$ cat src/rtl/ceespu_execute_if.sv
// ceespu_execute_if
//   Groups the ID/EX instruction inputs, the pipeline control inputs and the
//   EX/MEM register outputs of the ceespu execute stage.
//
//   Handshake: I_valid marks an instruction on the ID/EX inputs. It is consumed
//   at a rising edge where I_valid=1, O_stall=0 and I_flush=0. While O_stall=1
//   the producer must hold every ID/EX field steady. I_memStall is the
//   downstream "cannot accept" signal. While it is high, the EX/MEM register
//   (O_valid/O_result/O_rd/O_we) and O_carry keep their values. O_valid
//   therefore stays high across stalled edges for one and the same result.
//
//   modport master : instruction producer / pipeline controller side
//   modport slave  : the execute stage
interface ceespu_execute_if;
  // ID/EX inputs
  logic        I_valid;
  logic [3:0]  I_aluop;
  logic [31:0] I_srcA;
  logic [31:0] I_srcB;
  logic [1:0]  I_fwdA;
  logic [1:0]  I_fwdB;
  logic [31:0] I_wbData;
  logic [4:0]  I_rd;
  logic        I_we;
  logic        I_useC;
  logic        I_setC;
  // pipeline control
  logic        I_memStall;
  logic        I_flush;
  // stage outputs
  logic        O_stall;
  logic        O_valid;
  logic [31:0] O_result;
  logic [4:0]  O_rd;
  logic        O_we;
  logic        O_carry;

  modport master (
    output I_valid, I_aluop, I_srcA, I_srcB, I_fwdA, I_fwdB, I_wbData,
    output I_rd, I_we, I_useC, I_setC, I_memStall, I_flush,
    input  O_stall, O_valid, O_result, O_rd, O_we, O_carry
  );

  modport slave (
    input  I_valid, I_aluop, I_srcA, I_srcB, I_fwdA, I_fwdB, I_wbData,
    input  I_rd, I_we, I_useC, I_setC, I_memStall, I_flush,
    output O_stall, O_valid, O_result, O_rd, O_we, O_carry
  );
endinterface

$ cat src/rtl/ceespu_execute.sv
// ceespu_execute
//   Execute stage of the ceespu pipeline. It resolves operand forwarding, drives
//   an external ALU, and owns the EX/MEM register and the carry flag. It also
//   sequences multi-cycle ALU operations (multiply). While such an operation
//   runs, the stage stalls upstream.
//
//   Ports:
//     I_clk, I_rst      clock, synchronous active-high reset
//     bus (slave)       ID/EX inputs, I_memStall/I_flush, O_stall and EX/MEM outputs
//     O_aluA/O_aluB     ALU operands
//     O_aluop           ALU operation (0 when idle, so the ALU sees a no-op)
//     O_aluCin          ALU carry-in
//     I_aluResult/I_aluCout  ALU result and carry-out
//     I_aluMulti        the operation on O_aluop is multi-cycle
//     I_aluReady        the multi-cycle result is valid this cycle
//     O_state           current FSM state (0=RUN, 1=MUL, 2=HOLD) for debug
//
//   States:
//     RUN  : ALU is fed straight from the forwarding muxes
//     MUL  : multi-cycle op in flight, ALU fed from the hold registers
//     HOLD : result is ready but downstream is stalled. The result waits in
//            r_buf and O_aluop=0, which keeps the ALU from starting again.
module ceespu_execute #(
  parameter logic [1:0] FWD_NONE  = 2'd0,
  parameter logic [1:0] FWD_EXMEM = 2'd1,
  parameter logic [1:0] FWD_WB    = 2'd2
) (
  input  logic                   I_clk,
  input  logic                   I_rst,
  ceespu_execute_if.slave        bus,
  output logic [31:0]            O_aluA,
  output logic [31:0]            O_aluB,
  output logic [3:0]             O_aluop,
  output logic                   O_aluCin,
  input  logic [31:0]            I_aluResult,
  input  logic                   I_aluCout,
  input  logic                   I_aluMulti,
  input  logic                   I_aluReady,
  output logic [1:0]             O_state
);

  typedef enum logic [1:0] {
    S_RUN  = 2'd0,
    S_MUL  = 2'd1,
    S_HOLD = 2'd2
  } state_t;

  state_t      r_state;
  state_t      w_state_next;

  // EX/MEM register and carry flag
  logic        r_valid;
  logic [31:0] r_result;
  logic [4:0]  r_rd;
  logic        r_we;
  logic        r_carry;

  // Hold registers: a snapshot of what was sent to the ALU at accept time.
  // Multi-cycle operations never write the carry flag, so setC does not need
  // to outlive the accept cycle and is taken directly from the ID/EX input.
  logic [31:0] r_hA;
  logic [31:0] r_hB;
  logic [3:0]  r_hOp;
  logic        r_hCin;
  logic [4:0]  r_hRd;
  logic        r_hWe;

  // A multi-cycle result that arrived while downstream was stalled
  logic [31:0] r_buf;

  logic [31:0] w_fwdA;
  logic [31:0] w_fwdB;
  logic        w_accept;

  // Selects 3 falls through to the register-file operand as well.
  function automatic logic [31:0] f_fwd(input logic [1:0]  sel,
                                        input logic [31:0] src,
                                        input logic [31:0] exmem,
                                        input logic [31:0] wb);
    logic [31:0] v;
    case (sel)
      FWD_NONE:  v = src;
      FWD_EXMEM: v = exmem;
      FWD_WB:    v = wb;
      default:   v = src;
    endcase
    return v;
  endfunction

  always_comb begin
    w_fwdA = f_fwd(bus.I_fwdA, bus.I_srcA, r_result, bus.I_wbData);
    w_fwdB = f_fwd(bus.I_fwdB, bus.I_srcB, r_result, bus.I_wbData);
  end

  // A flush kills the cycle's instruction, so flush also blocks the accept.
  assign w_accept = (r_state == S_RUN) && bus.I_valid && !bus.I_memStall && !bus.I_flush;

  // FSM: next state and ALU-facing outputs
  always_comb begin
    w_state_next = r_state;
    O_aluA       = r_hA;
    O_aluB       = r_hB;
    O_aluop      = 4'd0;
    O_aluCin     = r_hCin;

    case (r_state)
      S_RUN: begin
        O_aluA   = w_fwdA;
        O_aluB   = w_fwdB;
        O_aluop  = bus.I_valid ? bus.I_aluop : 4'd0;
        O_aluCin = bus.I_useC & r_carry;
        if (w_accept && I_aluMulti) begin
          w_state_next = S_MUL;
        end
      end
      S_MUL: begin
        O_aluop = r_hOp;
        if (I_aluReady) begin
          w_state_next = bus.I_memStall ? S_HOLD : S_RUN;
        end
      end
      S_HOLD: begin
        // O_aluop stays 0. The ALU must not count again while the result waits.
        if (!bus.I_memStall) begin
          w_state_next = S_RUN;
        end
      end
      default: begin
        w_state_next = S_RUN;
      end
    endcase

    if (bus.I_flush) begin
      O_aluop      = 4'd0;
      w_state_next = S_RUN;
    end
  end

  always_ff @(posedge I_clk) begin
    if (I_rst) begin
      r_state <= S_RUN;
    end else begin
      r_state <= w_state_next;
    end
  end

  // Datapath registers. Priority: reset, then flush, then memStall, then normal.
  always_ff @(posedge I_clk) begin
    if (I_rst) begin
      r_valid  <= 1'b0;
      r_result <= 32'd0;
      r_rd     <= 5'd0;
      r_we     <= 1'b0;
      r_carry  <= 1'b0;
      r_hA     <= 32'd0;
      r_hB     <= 32'd0;
      r_hOp    <= 4'd0;
      r_hCin   <= 1'b0;
      r_hRd    <= 5'd0;
      r_hWe    <= 1'b0;
      r_buf    <= 32'd0;
    end else if (bus.I_flush) begin
      // Carry and the rest of the EX/MEM payload are left alone.
      r_valid <= 1'b0;
      r_hA    <= 32'd0;
      r_hB    <= 32'd0;
      r_hOp   <= 4'd0;
      r_hCin  <= 1'b0;
      r_hRd   <= 5'd0;
      r_hWe   <= 1'b0;
      r_buf   <= 32'd0;
    end else if (bus.I_memStall) begin
      // EX/MEM and carry are frozen. A result that arrives now is parked in r_buf.
      if (r_state == S_MUL && I_aluReady) begin
        r_buf <= I_aluResult;
      end
    end else begin
      case (r_state)
        S_RUN: begin
          if (bus.I_valid) begin
            r_hA   <= w_fwdA;
            r_hB   <= w_fwdB;
            r_hOp  <= bus.I_aluop;
            r_hCin <= bus.I_useC & r_carry;
            r_hRd  <= bus.I_rd;
            r_hWe  <= bus.I_we;
            if (I_aluMulti) begin
              r_valid <= 1'b0;
            end else begin
              r_valid  <= 1'b1;
              r_result <= I_aluResult;
              r_rd     <= bus.I_rd;
              r_we     <= bus.I_we;
              if (bus.I_setC) begin
                r_carry <= I_aluCout;
              end
            end
          end else begin
            r_valid <= 1'b0;
          end
        end
        S_MUL: begin
          if (I_aluReady) begin
            r_valid  <= 1'b1;
            r_result <= I_aluResult;
            r_rd     <= r_hRd;
            r_we     <= r_hWe;
          end
        end
        S_HOLD: begin
          r_valid  <= 1'b1;
          r_result <= r_buf;
          r_rd     <= r_hRd;
          r_we     <= r_hWe;
        end
        default: begin
          r_valid <= 1'b0;
        end
      endcase
    end
  end

  assign bus.O_stall  = (r_state != S_RUN) || bus.I_memStall;
  assign bus.O_valid  = r_valid;
  assign bus.O_result = r_result;
  assign bus.O_rd     = r_rd;
  assign bus.O_we     = r_we;
  assign bus.O_carry  = r_carry;
  assign O_state      = r_state;

endmodule

$ cat src/flat_wrapper.sv
// flat-port wrapper written by rule: the top's interface ports become plain ports
module ceespu_execute_flat 
#(
  parameter logic [1:0] FWD_NONE  = 2'd0,
  parameter logic [1:0] FWD_EXMEM = 2'd1,
  parameter logic [1:0] FWD_WB    = 2'd2
)
  (I_clk, I_rst, O_aluA, O_aluB, O_aluop, O_aluCin, I_aluResult, I_aluCout, I_aluMulti, I_aluReady, O_state, bus_I_valid, bus_I_aluop, bus_I_srcA, bus_I_srcB, bus_I_fwdA, bus_I_fwdB, bus_I_wbData, bus_I_rd, bus_I_we, bus_I_useC, bus_I_setC, bus_I_memStall, bus_I_flush, bus_O_stall, bus_O_valid, bus_O_result, bus_O_rd, bus_O_we, bus_O_carry);
  ceespu_execute_if bus_i ();
  input  logic I_clk;
  input  logic I_rst;
  output logic [31:0] O_aluA;
  output logic [31:0] O_aluB;
  output logic [3:0] O_aluop;
  output logic O_aluCin;
  input  logic [31:0] I_aluResult;
  input  logic I_aluCout;
  input  logic I_aluMulti;
  input  logic I_aluReady;
  output logic [1:0] O_state;
  input wire logic [$bits(bus_i.I_valid)-1:0] bus_I_valid;
  input wire logic [$bits(bus_i.I_aluop)-1:0] bus_I_aluop;
  input wire logic [$bits(bus_i.I_srcA)-1:0] bus_I_srcA;
  input wire logic [$bits(bus_i.I_srcB)-1:0] bus_I_srcB;
  input wire logic [$bits(bus_i.I_fwdA)-1:0] bus_I_fwdA;
  input wire logic [$bits(bus_i.I_fwdB)-1:0] bus_I_fwdB;
  input wire logic [$bits(bus_i.I_wbData)-1:0] bus_I_wbData;
  input wire logic [$bits(bus_i.I_rd)-1:0] bus_I_rd;
  input wire logic [$bits(bus_i.I_we)-1:0] bus_I_we;
  input wire logic [$bits(bus_i.I_useC)-1:0] bus_I_useC;
  input wire logic [$bits(bus_i.I_setC)-1:0] bus_I_setC;
  input wire logic [$bits(bus_i.I_memStall)-1:0] bus_I_memStall;
  input wire logic [$bits(bus_i.I_flush)-1:0] bus_I_flush;
  output wire logic [$bits(bus_i.O_stall)-1:0] bus_O_stall;
  output wire logic [$bits(bus_i.O_valid)-1:0] bus_O_valid;
  output wire logic [$bits(bus_i.O_result)-1:0] bus_O_result;
  output wire logic [$bits(bus_i.O_rd)-1:0] bus_O_rd;
  output wire logic [$bits(bus_i.O_we)-1:0] bus_O_we;
  output wire logic [$bits(bus_i.O_carry)-1:0] bus_O_carry;
  assign bus_i.I_valid = bus_I_valid;
  assign bus_i.I_aluop = bus_I_aluop;
  assign bus_i.I_srcA = bus_I_srcA;
  assign bus_i.I_srcB = bus_I_srcB;
  assign bus_i.I_fwdA = bus_I_fwdA;
  assign bus_i.I_fwdB = bus_I_fwdB;
  assign bus_i.I_wbData = bus_I_wbData;
  assign bus_i.I_rd = bus_I_rd;
  assign bus_i.I_we = bus_I_we;
  assign bus_i.I_useC = bus_I_useC;
  assign bus_i.I_setC = bus_I_setC;
  assign bus_i.I_memStall = bus_I_memStall;
  assign bus_i.I_flush = bus_I_flush;
  assign bus_O_stall = bus_i.O_stall;
  assign bus_O_valid = bus_i.O_valid;
  assign bus_O_result = bus_i.O_result;
  assign bus_O_rd = bus_i.O_rd;
  assign bus_O_we = bus_i.O_we;
  assign bus_O_carry = bus_i.O_carry;
  ceespu_execute #(.FWD_NONE(FWD_NONE), .FWD_EXMEM(FWD_EXMEM), .FWD_WB(FWD_WB)) u_core (.I_clk(I_clk), .I_rst(I_rst), .bus(bus_i), .O_aluA(O_aluA), .O_aluB(O_aluB), .O_aluop(O_aluop), .O_aluCin(O_aluCin), .I_aluResult(I_aluResult), .I_aluCout(I_aluCout), .I_aluMulti(I_aluMulti), .I_aluReady(I_aluReady), .O_state(O_state));
endmodule
$ cat config.mk
export PLATFORM = sky130hd
export DESIGN_NAME = ceespu_execute_flat
export DESIGN_NICKNAME = d
export VERILOG_FILES = /design/src/rtl/ceespu_execute_if.sv /design/src/rtl/ceespu_execute.sv /design/src/flat_wrapper.sv
export SDC_FILE = /design/constraint.sdc
export NUM_CORES = 1
export LEC_CHECK = 0
export BUFFER_PORTS_ARGS = -buffer_cell sky130_fd_sc_hd__buf_4
export CORE_ASPECT_RATIO = 1.5
export CORE_MARGIN = 5
export CORE_UTILIZATION = 48
export DETAILED_ROUTE_END_ITERATION = 8
export MAX_ROUTING_LAYER = met4
export PLACE_DENSITY_LB_ADDON = 0.08
export REMOVE_ABC_BUFFERS = 1
export SETUP_SLACK_MARGIN = 0.15
export SLEW_MARGIN = 20
export SYNTH_ARGS = -nofsm -noshare
export SYNTH_HDL_FRONTEND = slang
export SYNTH_SLANG_ARGS = --single-unit
$ cat constraint.sdc
create_clock -name I_clk -period 5.1 [get_ports I_clk]
set_input_delay 0.51 -clock I_clk [delete_from_list [all_inputs] [get_ports I_clk]]
set_output_delay 0.51 -clock I_clk [all_outputs]
set_load 0.01 [all_outputs]
==> reports/results.ini, run 1 <==
[sta]
setup_viol = 0
fin_crit_sh_pct = 65.6
slew_headroom_pct = 31.4
period_minus_slack_ns = 3.34
hold_viol_final = 0
fmax_mhz = 299
rsz0062_at_grt = no
skew_ns = 0.0124
fin_setup_tns_ns = 0
final_max_slew_viol_count = 0
max_slew.worst_pin.slew_ns = 1.03

[drt]
wire_per_inst_microns = 18.5
num_vias = 7422
drt-met1-wl_microns = 10000
dr_wl_met2_microns = 12300
drcViolationCount = 0
wirelength_microns = 24400
drtIter0Drc = 429
drtAntennaViolNets = 0
routed.top_layer = met4
met3_length_microns = 1550
vias_per_cell = 5.63
first_pass_iters = 6

[flow_run]
maxCapViolations = 0

[pwr]
peakVddDrop_uv = 226
powerDensity_nw_per_um2 = 286
p_leak_nw = 4.46

[cts]
ctsResizeCount = 0
h-tree-depth = 4
cts-root-buf = clkbuf_16
cts_buffers = 17
clk_pin_slew_ns = 0.06
clk-insertion-delay-late_ns = 0.42
clock_path_buffers = 2
cts_tree = done
numClockSinks = 149
hold_buffers = 0
post_cts_buffers = 0

[synthesis]
yosys.area.top_type = dfxtp_1
ys_seq_area_share_pct = 37.4
yosys_warnings = 0
ys_types = 35
synth_top_area_share_pct = 37.4
netlist_area_sq_um = 7970
synth_cells = 891
synth-seq-cells = 149
yosys-top-cells-area = dfxtp_1, mux2_2, nand2_1
syn-mean-instance-area_sq_um = 8.94

[grt]
grt_usage_pct = 25.5
antenna_found_initial = 0
first_global_vias = 7480
grt_first_pass_wirelength_microns = 38500
grt-ovfl-total = 0
grt_start_max_net_pins = 81

[place]
dp_hpwl_microns = 15700
gp_congestion = 0.792
placed_cell_area_sq_um = 9860
port_buffers = 263

[layout]
stdcell_area_sq_um = 10500
drive_gt1_share_pct = 37.1
nNetsFinal = 1261
final_common_cell = buf_4
fill_cells = 1456
synthToLayoutAreaGrowth_pct = 31.7
final_cell_mix = buf_4, nand2_1, dfxtp_1, mux2_2, a22oi_1
antenna_cells = 0

[die]
io_pins = 264
initial_utilization_pct = 49.0
fp.dieW_microns = 115
core-area_sq_um = 16300
rows = 57
dieHeight_microns = 168
die-area_sq_um = 19300

[hold_path]
hold_path.class = in -> reg

[outcome]
status = finished, final reports clean

[critical_path]
crit_path_max_fanout = 73
worstSetupPathType = reg -> reg
startpoint_type = flop
critPathRequiredTime_ns = 5.46
worstPathArrival_ns = 3.71
endpoint_kind = flop

==> power by group <==
part | total, W | switching (W) | internal [W] | leakage [nW]
Combinational | 0.000516 | 0.000261 | 0.000255 | 2.97
Clock | 0.00129 | 0.000494 | 0.000794 | 0.292
Sequential | 0.00120 | 0.0000132 | 0.00118 | 1.20
==> logic make-up after synthesis <==
group,Yosys count,synth area share [%]
compound gates,250,21.1
mux,141,20.3
simple gates,252,13.9
flops,149,37.4
buf+inv,90,5.83
fa+ha+maj,9,1.41
==> final cells by class <==
class	instances	area (sq um)	share of cell area [%]
multi-input combinational	652	4570	43.6
sequential	149	2980	28.4
timing repair buffer	270	2030	19.3
clock buffer	20	457	4.35
tap	206	258	2.46
clock inverter	12	154	1.47
inverter	10	37.5	0.358
==> synth_stat cells, drive strengths merged <==
cell type and instances:
inv 10, mux2i 39, and2 1, and3b 3
ha 9, buf 36, clkbuf 44, a211oi 1
nand3 3, a22o 64, a31o 1, a22oi 68
o21ai 66, o21bai 1, nand2 153, or2 1
a21o 1, nor2b 41, and3 1, nor2 45
o211ai 1, nand2b 1, nand3b 1, mux2 102
nand4 1, nand4bb 1, o2111ai 1, a21oi 46
dfxtp 149
==> state kept, by name (all words and copies together), names as in the netlist <==
name and flops:
u_core.bus.O_we 1, u_core.r_hB 32, u_core.r_hA 32, u_core.bus.O_result 32, u_core.bus.O_rd 5, u_core.O_state 2
u_core.r_hRd 5, u_core.bus.O_carry 1, u_core.r_buf 32, u_core.r_hCin 1, u_core.bus.O_valid 1, u_core.r_hOp 4
u_core.r_hWe 1
==> routing by layer <==
metal  up-vias  GRT usage [%]
met1      3539           30.1
li1       3569              -
met5         -              -
met2       276           42.6
met4         0           8.99
met3        38           5.46
==> per-stage QoR <==
stage | power (W) | hold WS [ns] | setup slack (ns) | instances | util, %
final | 0.00300 | 0.336 | 1.76 | 1319 | 64.5
after global routing | 0.00312 | 0.328 | 1.55 | 1319 | 64.5
after CTS | 0.00302 | 0.319 | 1.74 | 1319 | 64.4
after detailed placement | 0.00173 | 0.446 | 1.77 | 1287 | 60.6
after global placement | 0.00173 | 0.441 | 1.85 | 1287 | 60.6
after floorplan | 0.00146 | 0.436 | 0.795 | 811 | -
==> worst max-delay path, cell delays in order (launching register included) <==
cell and delay [ns]:
dfxtp_1 0.35, inv_1 0.16, ha_4 0.83, and2_0 0.42
and3b_2 0.86, buf_4 0.40, a22o_1 0.18
==> final timing paths <==
check,start,to,slack (ns),cells after the start
worst max-delay path,u_core.O_state[0],u_core.r_hB[0],1.76,6
worst max register to register,u_core.O_state[0],u_core.r_hB[0],1.76,6
worst min register to register,u_core.r_buf[10],u_core.r_buf[10],0.45,2
worst min-delay path,I_aluResult[17],u_core.r_buf[17],0.34,3
No activity file was read; power rests on OpenSTA's default activity.
==> inputs of run 2 (changes only) <==
--- a/config.mk
+++ b/config.mk
@@ -8,7 +8,7 @@
 export BUFFER_PORTS_ARGS = -buffer_cell sky130_fd_sc_hd__buf_4
 export CORE_ASPECT_RATIO = 1.5
 export CORE_MARGIN = 5
-export CORE_UTILIZATION = 48
+export CORE_UTILIZATION = 46
 export DETAILED_ROUTE_END_ITERATION = 8
 export MAX_ROUTING_LAYER = met4
 export PLACE_DENSITY_LB_ADDON = 0.08
==> constraint.sdc (replaced) <==
create_clock -name I_clk -period 2.94 [get_ports I_clk]
set_input_delay 0.294 -clock I_clk [delete_from_list [all_inputs] [get_ports I_clk]]
set_output_delay 0.294 -clock I_clk [all_outputs]
set_load 0.01 [all_outputs]
==> run 2 against run 1 <==
Setup slack lost 1.4 ns. Global-route usage shrank 1.2 points. Cell count grew 1.4%. Total power rose by 82%. Utilization fell by 2.4 points. Combinational power is 74% higher. Design area grew 1.8%. Clock skew fell by 0.0030 ns. Non-clock buffer count is 12 higher. Largest cell class unchanged. Highest routed layer unchanged.
==> reports/results.ini, run 2 (synthesis results as in run 1) <==
[cts]
clk-insertion-delay-late_ns = 0.42  ; about the same
cts-root-buf = clkbuf_16  ; unchanged
ctsResizeCount = 0  ; unchanged
hold_buffers = 0  ; unchanged
post_cts_buffers = 0  ; unchanged
cts_buffers = 17  ; unchanged
numClockSinks = 149  ; unchanged
cts_tree = done  ; unchanged
clock_path_buffers = 2  ; unchanged
h-tree-depth = 4  ; unchanged
clk_pin_slew_ns = 0.06  ; about the same

[layout]
fill_cells = 1558  ; was 1456
fin_cells = 1337  ; was 1319
seq_area_sq_um = 2980  ; unchanged
stdcell_area_sq_um = 10700  ; was 10500 sq um
final_cell_mix = buf_4, nand2_1, dfxtp_1, mux2_2, a22oi_1  ; unchanged
antenna_cells = 0  ; unchanged
multiInputGateArea_sq_um = 4550  ; was 4570 sq um
drive_gt1_share_pct = 37.7  ; was 37.1%
final_common_cell = buf_4  ; unchanged
synthToLayoutAreaGrowth_pct = 34.0  ; was 31.7%
nNetsFinal = 1273  ; was 1261

[die]
io_pins = 264  ; unchanged
initial_utilization_pct = 46.3  ; was 49.0%
die-area_sq_um = 20100  ; was 19300 sq um
dieHeight_microns = 171  ; was 168 microns
rows = 59  ; was 57
fp.dieW_microns = 117  ; was 115 microns
core-area_sq_um = 17200  ; was 16300 sq um

[sta]
skew_ns = 0.00932  ; was 0.0124 ns
fin_crit_sh_pct = 87.7
fmax_mhz = 388
setup_viol = 0  ; unchanged
max_slew.worst_pin.slew_ns = 0.778  ; was 1.03 ns
period_minus_slack_ns = 2.58
fin_setup_tns_ns = 0  ; unchanged
slew_headroom_pct = 48.1  ; was 31.4%
rsz0062_at_grt = no  ; unchanged
final_max_slew_viol_count = 0  ; unchanged
hold_viol_final = 0  ; unchanged
hold_slack_ns = 0.128  ; was 0.336 ns

[critical_path]
path_buf_inv = 3  ; was 2
slowest_delay_ns = 0.48  ; was 0.86 ns
path_cells = inv_1 > ha_4 > buf_12 > mux2_2 > buf_4  ; was inv_1 > ha_4 > and2_0 > and3b_2 > buf_4 > a22o_1
worstPathArrival_ns = 2.28  ; was 3.71 ns
critPathRequiredTime_ns = 2.65  ; was 5.46 ns
startpoint = u_core.O_state[0]  ; unchanged
reg2reg_from = u_core.O_state[0]  ; unchanged
critPathTopFamily = buffers and inverters  ; was simple AND/OR/NAND/NOR gates
crit_path_max_fanout = 40  ; was 73
startpoint_type = flop  ; unchanged
crit_slowest_cell = ha_4  ; was and3b_2
worstSetupPathType = reg -> out  ; was reg -> reg
endpoint_kind = output pin  ; was flop

[place]
port_buffers = 263  ; unchanged
dp_hpwl_microns = 16400  ; was 15700 microns
gp_congestion = 0.805  ; was 0.792
placed_cell_area_sq_um = 10000  ; was 9860 sq um
dp_cells = 1306  ; was 1287

[drt]
drtAntennaViolNets = 0  ; unchanged
wire_per_inst_microns = 18.2  ; was 18.5 microns
wirelength_microns = 24400  ; about the same
first_pass_iters = 5  ; was 6
drtIter0Drc = 506  ; was 429
vias_per_cell = 5.55  ; was 5.63
drcViolationCount = 0  ; unchanged
num_vias = 7424  ; was 7422

[pwr]
peakVddDrop_uv = 351  ; was 226 uV
powerDensity_nw_per_um2 = 511  ; was 286 nW/um^2
p_leak_nw = 4.57  ; was 4.46 nW

[hold_path]
hold_path.class = in -> reg  ; unchanged
min_from = I_aluResult[3]  ; was I_aluResult[17]

[grt]
grt_first_pass_wirelength_microns = 38600  ; was 38500 microns
grt_start_max_net_pins = 65  ; was 81
grt_usage_pct = 24.3  ; was 25.5%
grt-ovfl-total = 0  ; unchanged
antenna_found_initial = 0  ; unchanged
first_global_vias = 7370  ; was 7480

[flow_run]
maxCapViolations = 0  ; unchanged

[outcome]
status = finished, final reports clean  ; unchanged

-- run 2: path summary, 6_finish.rpt --
| check | endpoint | cells past startpoint | slack [ns] |
|---|---|---|---|
| setup / recovery | O_aluA[23] | 5 | 0.36 |
| setup reg to reg | u_core.r_hA[5] | 6 | 0.62 |
| hold reg to reg | u_core.r_buf[28] | 2 | 0.45 |
| hold / removal | u_core.r_buf[3] | 3 | 0.13 |
-- run 2: power breakdown --
group	switching, W	internal [W]	leakage [nW]	total, W
logic	0.000446	0.000452	3.05	0.000898
clock network	0.000866	0.00161	0.320	0.00248
registers	0.0000229	0.00205	1.20	0.00207
-- run 2: worst min-delay path: stages --
cell and delay (ns):
buf_4 0.11, nand2_1 0.04, a21oi_1 0.05
-- run 2: metal layers --
metal | global-route usage, % | vias up | wire, microns
met5 | - | - | 0
met4 | 8.53 | 0 | 511
met3 | 6.02 | 36 | 1430
met2 | 41.5 | 249 | 12400
met1 | 27.6 | 3534 | 10100
li1 | - | 3605 | -
-- run 2: metrics by stage --
stage | util (%) | total power (W) | setup WS (ns)
after floorplan | - | 0.00253 | -1.37
after CTS | 62.1 | 0.00549 | 0.330
after global routing | 62.1 | 0.00567 | 0.280
final | 62.1 | 0.00545 | 0.362
after global placement | 58.2 | 0.00301 | 0.619
after detailed placement | 58.2 | 0.00302 | 0.615
-- run 2: area by class of cell --
class	instances	share of cell area, %
sequential	149	27.9
tap	213	2.50
multi-input combinational	652	42.6
inverter	10	0.352
timing repair buffer	282	20.3
clock buffer	19	4.15
clock inverter	12	2.12
==> inputs of run 3 (changes only) <==
--- a/config.mk
+++ b/config.mk
@@ -11,7 +11,7 @@
 export CORE_UTILIZATION = 46
 export DETAILED_ROUTE_END_ITERATION = 8
 export MAX_ROUTING_LAYER = met4
-export PLACE_DENSITY_LB_ADDON = 0.08
+export PLACE_DENSITY = 0.83
 export REMOVE_ABC_BUFFERS = 1
 export SETUP_SLACK_MARGIN = 0.15
 export SLEW_MARGIN = 20
==> run 3 against run 2 <==
Clock power down 9.3%. Total power down 4.0%. Critical path depth unchanged. Global-route usage about the same. Combinational power up 1%. Non-clock buffer count up 1. Critical path type unchanged. Critical endpoint is now O_aluA[31]. Register-to-register slack better by 0.12 ns. Setup slack better by 0.088 ns. Maximum frequency up 3.6%. Cell count up 0.15%. Wire length up 2.3%. Utilization down 0.33 points.
==> reports/results.ini, run 3 (synthesis results as in run 1) <==
[outcome]
status = finished, final reports clean  ; unchanged

[grt]
grt_start_max_net_pins = 65  ; unchanged
grt_usage_pct = 24.3  ; about the same
first_global_vias = 7902  ; was 7370
grt_first_pass_wirelength_microns = 39000  ; was 38600 microns
antenna_found_initial = 0  ; unchanged
grt-ovfl-total = 0  ; unchanged

[layout]
fill_cells = 1442  ; was 1558
nNetsFinal = 1274  ; was 1273
seq_area_sq_um = 2980  ; unchanged
antenna_cells = 0  ; unchanged
drive_gt1_share_pct = 37.7  ; about the same
synthToLayoutAreaGrowth_pct = 33.3  ; was 34.0%
utilization_pct = 61.7  ; was 62.1%
final_common_cell = buf_4  ; unchanged
multiInputGateArea_sq_um = 4550  ; unchanged
final_cell_mix = buf_4, nand2_1, dfxtp_1, mux2_2, a22oi_1  ; unchanged

[drt]
drt-met1-wl_microns = 9780  ; was 10100 microns
drcViolationCount = 0  ; unchanged
drtIter0Drc = 582  ; was 506
met3_length_microns = 1740  ; was 1430 microns
dr_wl_met2_microns = 13000  ; was 12400 microns
wire_per_inst_microns = 18.6  ; was 18.2 microns
drtAntennaViolNets = 0  ; unchanged
vias_per_cell = 5.66  ; was 5.55
wirelength_microns = 24900  ; was 24400 microns
num_vias = 7575  ; was 7424
first_pass_iters = 5  ; unchanged
routed.top_layer = met4  ; unchanged

[cts]
h-tree-depth = 4  ; unchanged
ctsResizeCount = 0  ; unchanged
cts_tree = done  ; unchanged
cts_buffers = 17  ; unchanged
clk_pin_slew_ns = 0.06  ; about the same
numClockSinks = 149  ; unchanged
cts-root-buf = clkbuf_16  ; unchanged
hold_buffers = 0  ; unchanged
clk-insertion-delay-late_ns = 0.41  ; was 0.42 ns
clock_path_buffers = 2  ; unchanged
post_cts_buffers = 0  ; unchanged

[die]
dieHeight_microns = 171  ; unchanged
die-area_sq_um = 20100  ; unchanged
fp.dieW_microns = 117  ; unchanged
rows = 59  ; unchanged
initial_utilization_pct = 46.3  ; unchanged
io_pins = 264  ; unchanged
core-area_sq_um = 17200  ; unchanged

[pwr]
intPower_w = 0.00385  ; was 0.00412 W
switchingPower_w = 0.00138  ; was 0.00133 W
peakVddDrop_uv = 300  ; was 351 uV
powerDensity_nw_per_um2 = 493  ; was 511 nW/um^2
sw_frac_of_total_pct = 26.3  ; was 24.5%
power_frac_seq_pct = 39.6  ; was 38.0%
total_power_w = 0.00523  ; was 0.00545 W
pwr-share-clk_pct = 43.0  ; was 45.5%
comb_power_share_pct = 17.3  ; was 16.5%
p_leak_nw = 4.53  ; was 4.57 nW

[critical_path]
startpoint_type = flop  ; unchanged
worstSetupPathType = reg -> out  ; unchanged
worstPathArrival_ns = 2.20  ; was 2.28 ns
critPathRequiredTime_ns = 2.65  ; about the same
endpoint_kind = output pin  ; unchanged
crit_path_max_fanout = 37  ; was 40

[place]
gp_congestion = 0.829  ; was 0.805
dp_hpwl_microns = 17000  ; was 16400 microns
port_buffers = 263  ; unchanged

[sta]
setup_viol = 0  ; unchanged
hold_viol_final = 0  ; unchanged
slew_headroom_pct = 58.0  ; was 48.1%
fmax_mhz = 402  ; was 388 MHz
fin_setup_tns_ns = 0  ; unchanged
hold_slack_ns = 0.127  ; was 0.128 ns
rsz0062_at_grt = no  ; unchanged
fin_crit_sh_pct = 84.7  ; was 87.7%
period_minus_slack_ns = 2.49  ; was 2.58 ns
skew_ns = 0.0106  ; was 0.00932 ns
max_slew.worst_pin.slew_ns = 0.629  ; was 0.778 ns
final_max_slew_viol_count = 0  ; unchanged

[hold_path]
hold_path.class = in -> reg  ; unchanged

[flow_run]
maxCapViolations = 0  ; unchanged

[run 3: cell types whose count changed in the layout (fill, tap and decap cells not counted), sizes merged]
cell and delta:
inv +4, bufinv -3, clkinv -2, clkinvlp +2, buf +1
[run 3: final cells by class]
type,instances,area share (%)
Tap cell,213,2.51
Clock inverter,13,1.61
Clock buffer,19,4.08
Inverter,10,0.353
Timing Repair Buffer,283,20.5
Sequential cell,149,28.1
Multi-Input combinational cell,652,42.9
[run 3: worst paths after layout]
path         cells after the start               from  slack [ns]                       to
max                              5  u_core.O_state[0]        0.45               O_aluA[31]
min                              3    I_aluResult[14]        0.13         u_core.r_buf[14]
max reg2reg                      6  u_core.O_state[0]        0.74  u_core.bus.O_result[30]
min reg2reg                      2    u_core.r_buf[9]        0.45          u_core.r_buf[9]
[run 3: power by group through the flow]
stage,combinational [W],sequential (W),clock (W)
after detailed placement,0.000901,0.00212,0
after global placement,0.000886,0.00212,0
final,0.000908,0.00207,0.00225
after floorplan,0.000414,0.00212,0
after global routing,0.000981,0.00208,0.00239
after CTS,0.000906,0.00207,0.00229
[run 3: metal layers]
layer | vias to the layer above | track usage, %
li1 | 3614 | -
met1 | 3595 | 26.3
met2 | 329 | 42.6
met3 | 37 | 6.05
met4 | 0 | 9.79
met5 | - | -
[run 3: per-stage QoR]
stage          setup WS, ns  std cells  area [sq um]
5_1_grt               0.390       1339         10600
3_3_place_gp          0.691       1307         10000
3_5_place_dp          0.661       1307         10000
2_1_floorplan         -1.37        811          7540
4_1_cts               0.460       1339         10600
6_report              0.450       1339         10600
[run 3: critical path, stage by stage (launching register included)]
cell and delay (ns):
dfxtp_1 0.36, inv_1 0.16, ha_4 0.20, buf_4 0.45, mux2_2 0.41, buf_4 0.15
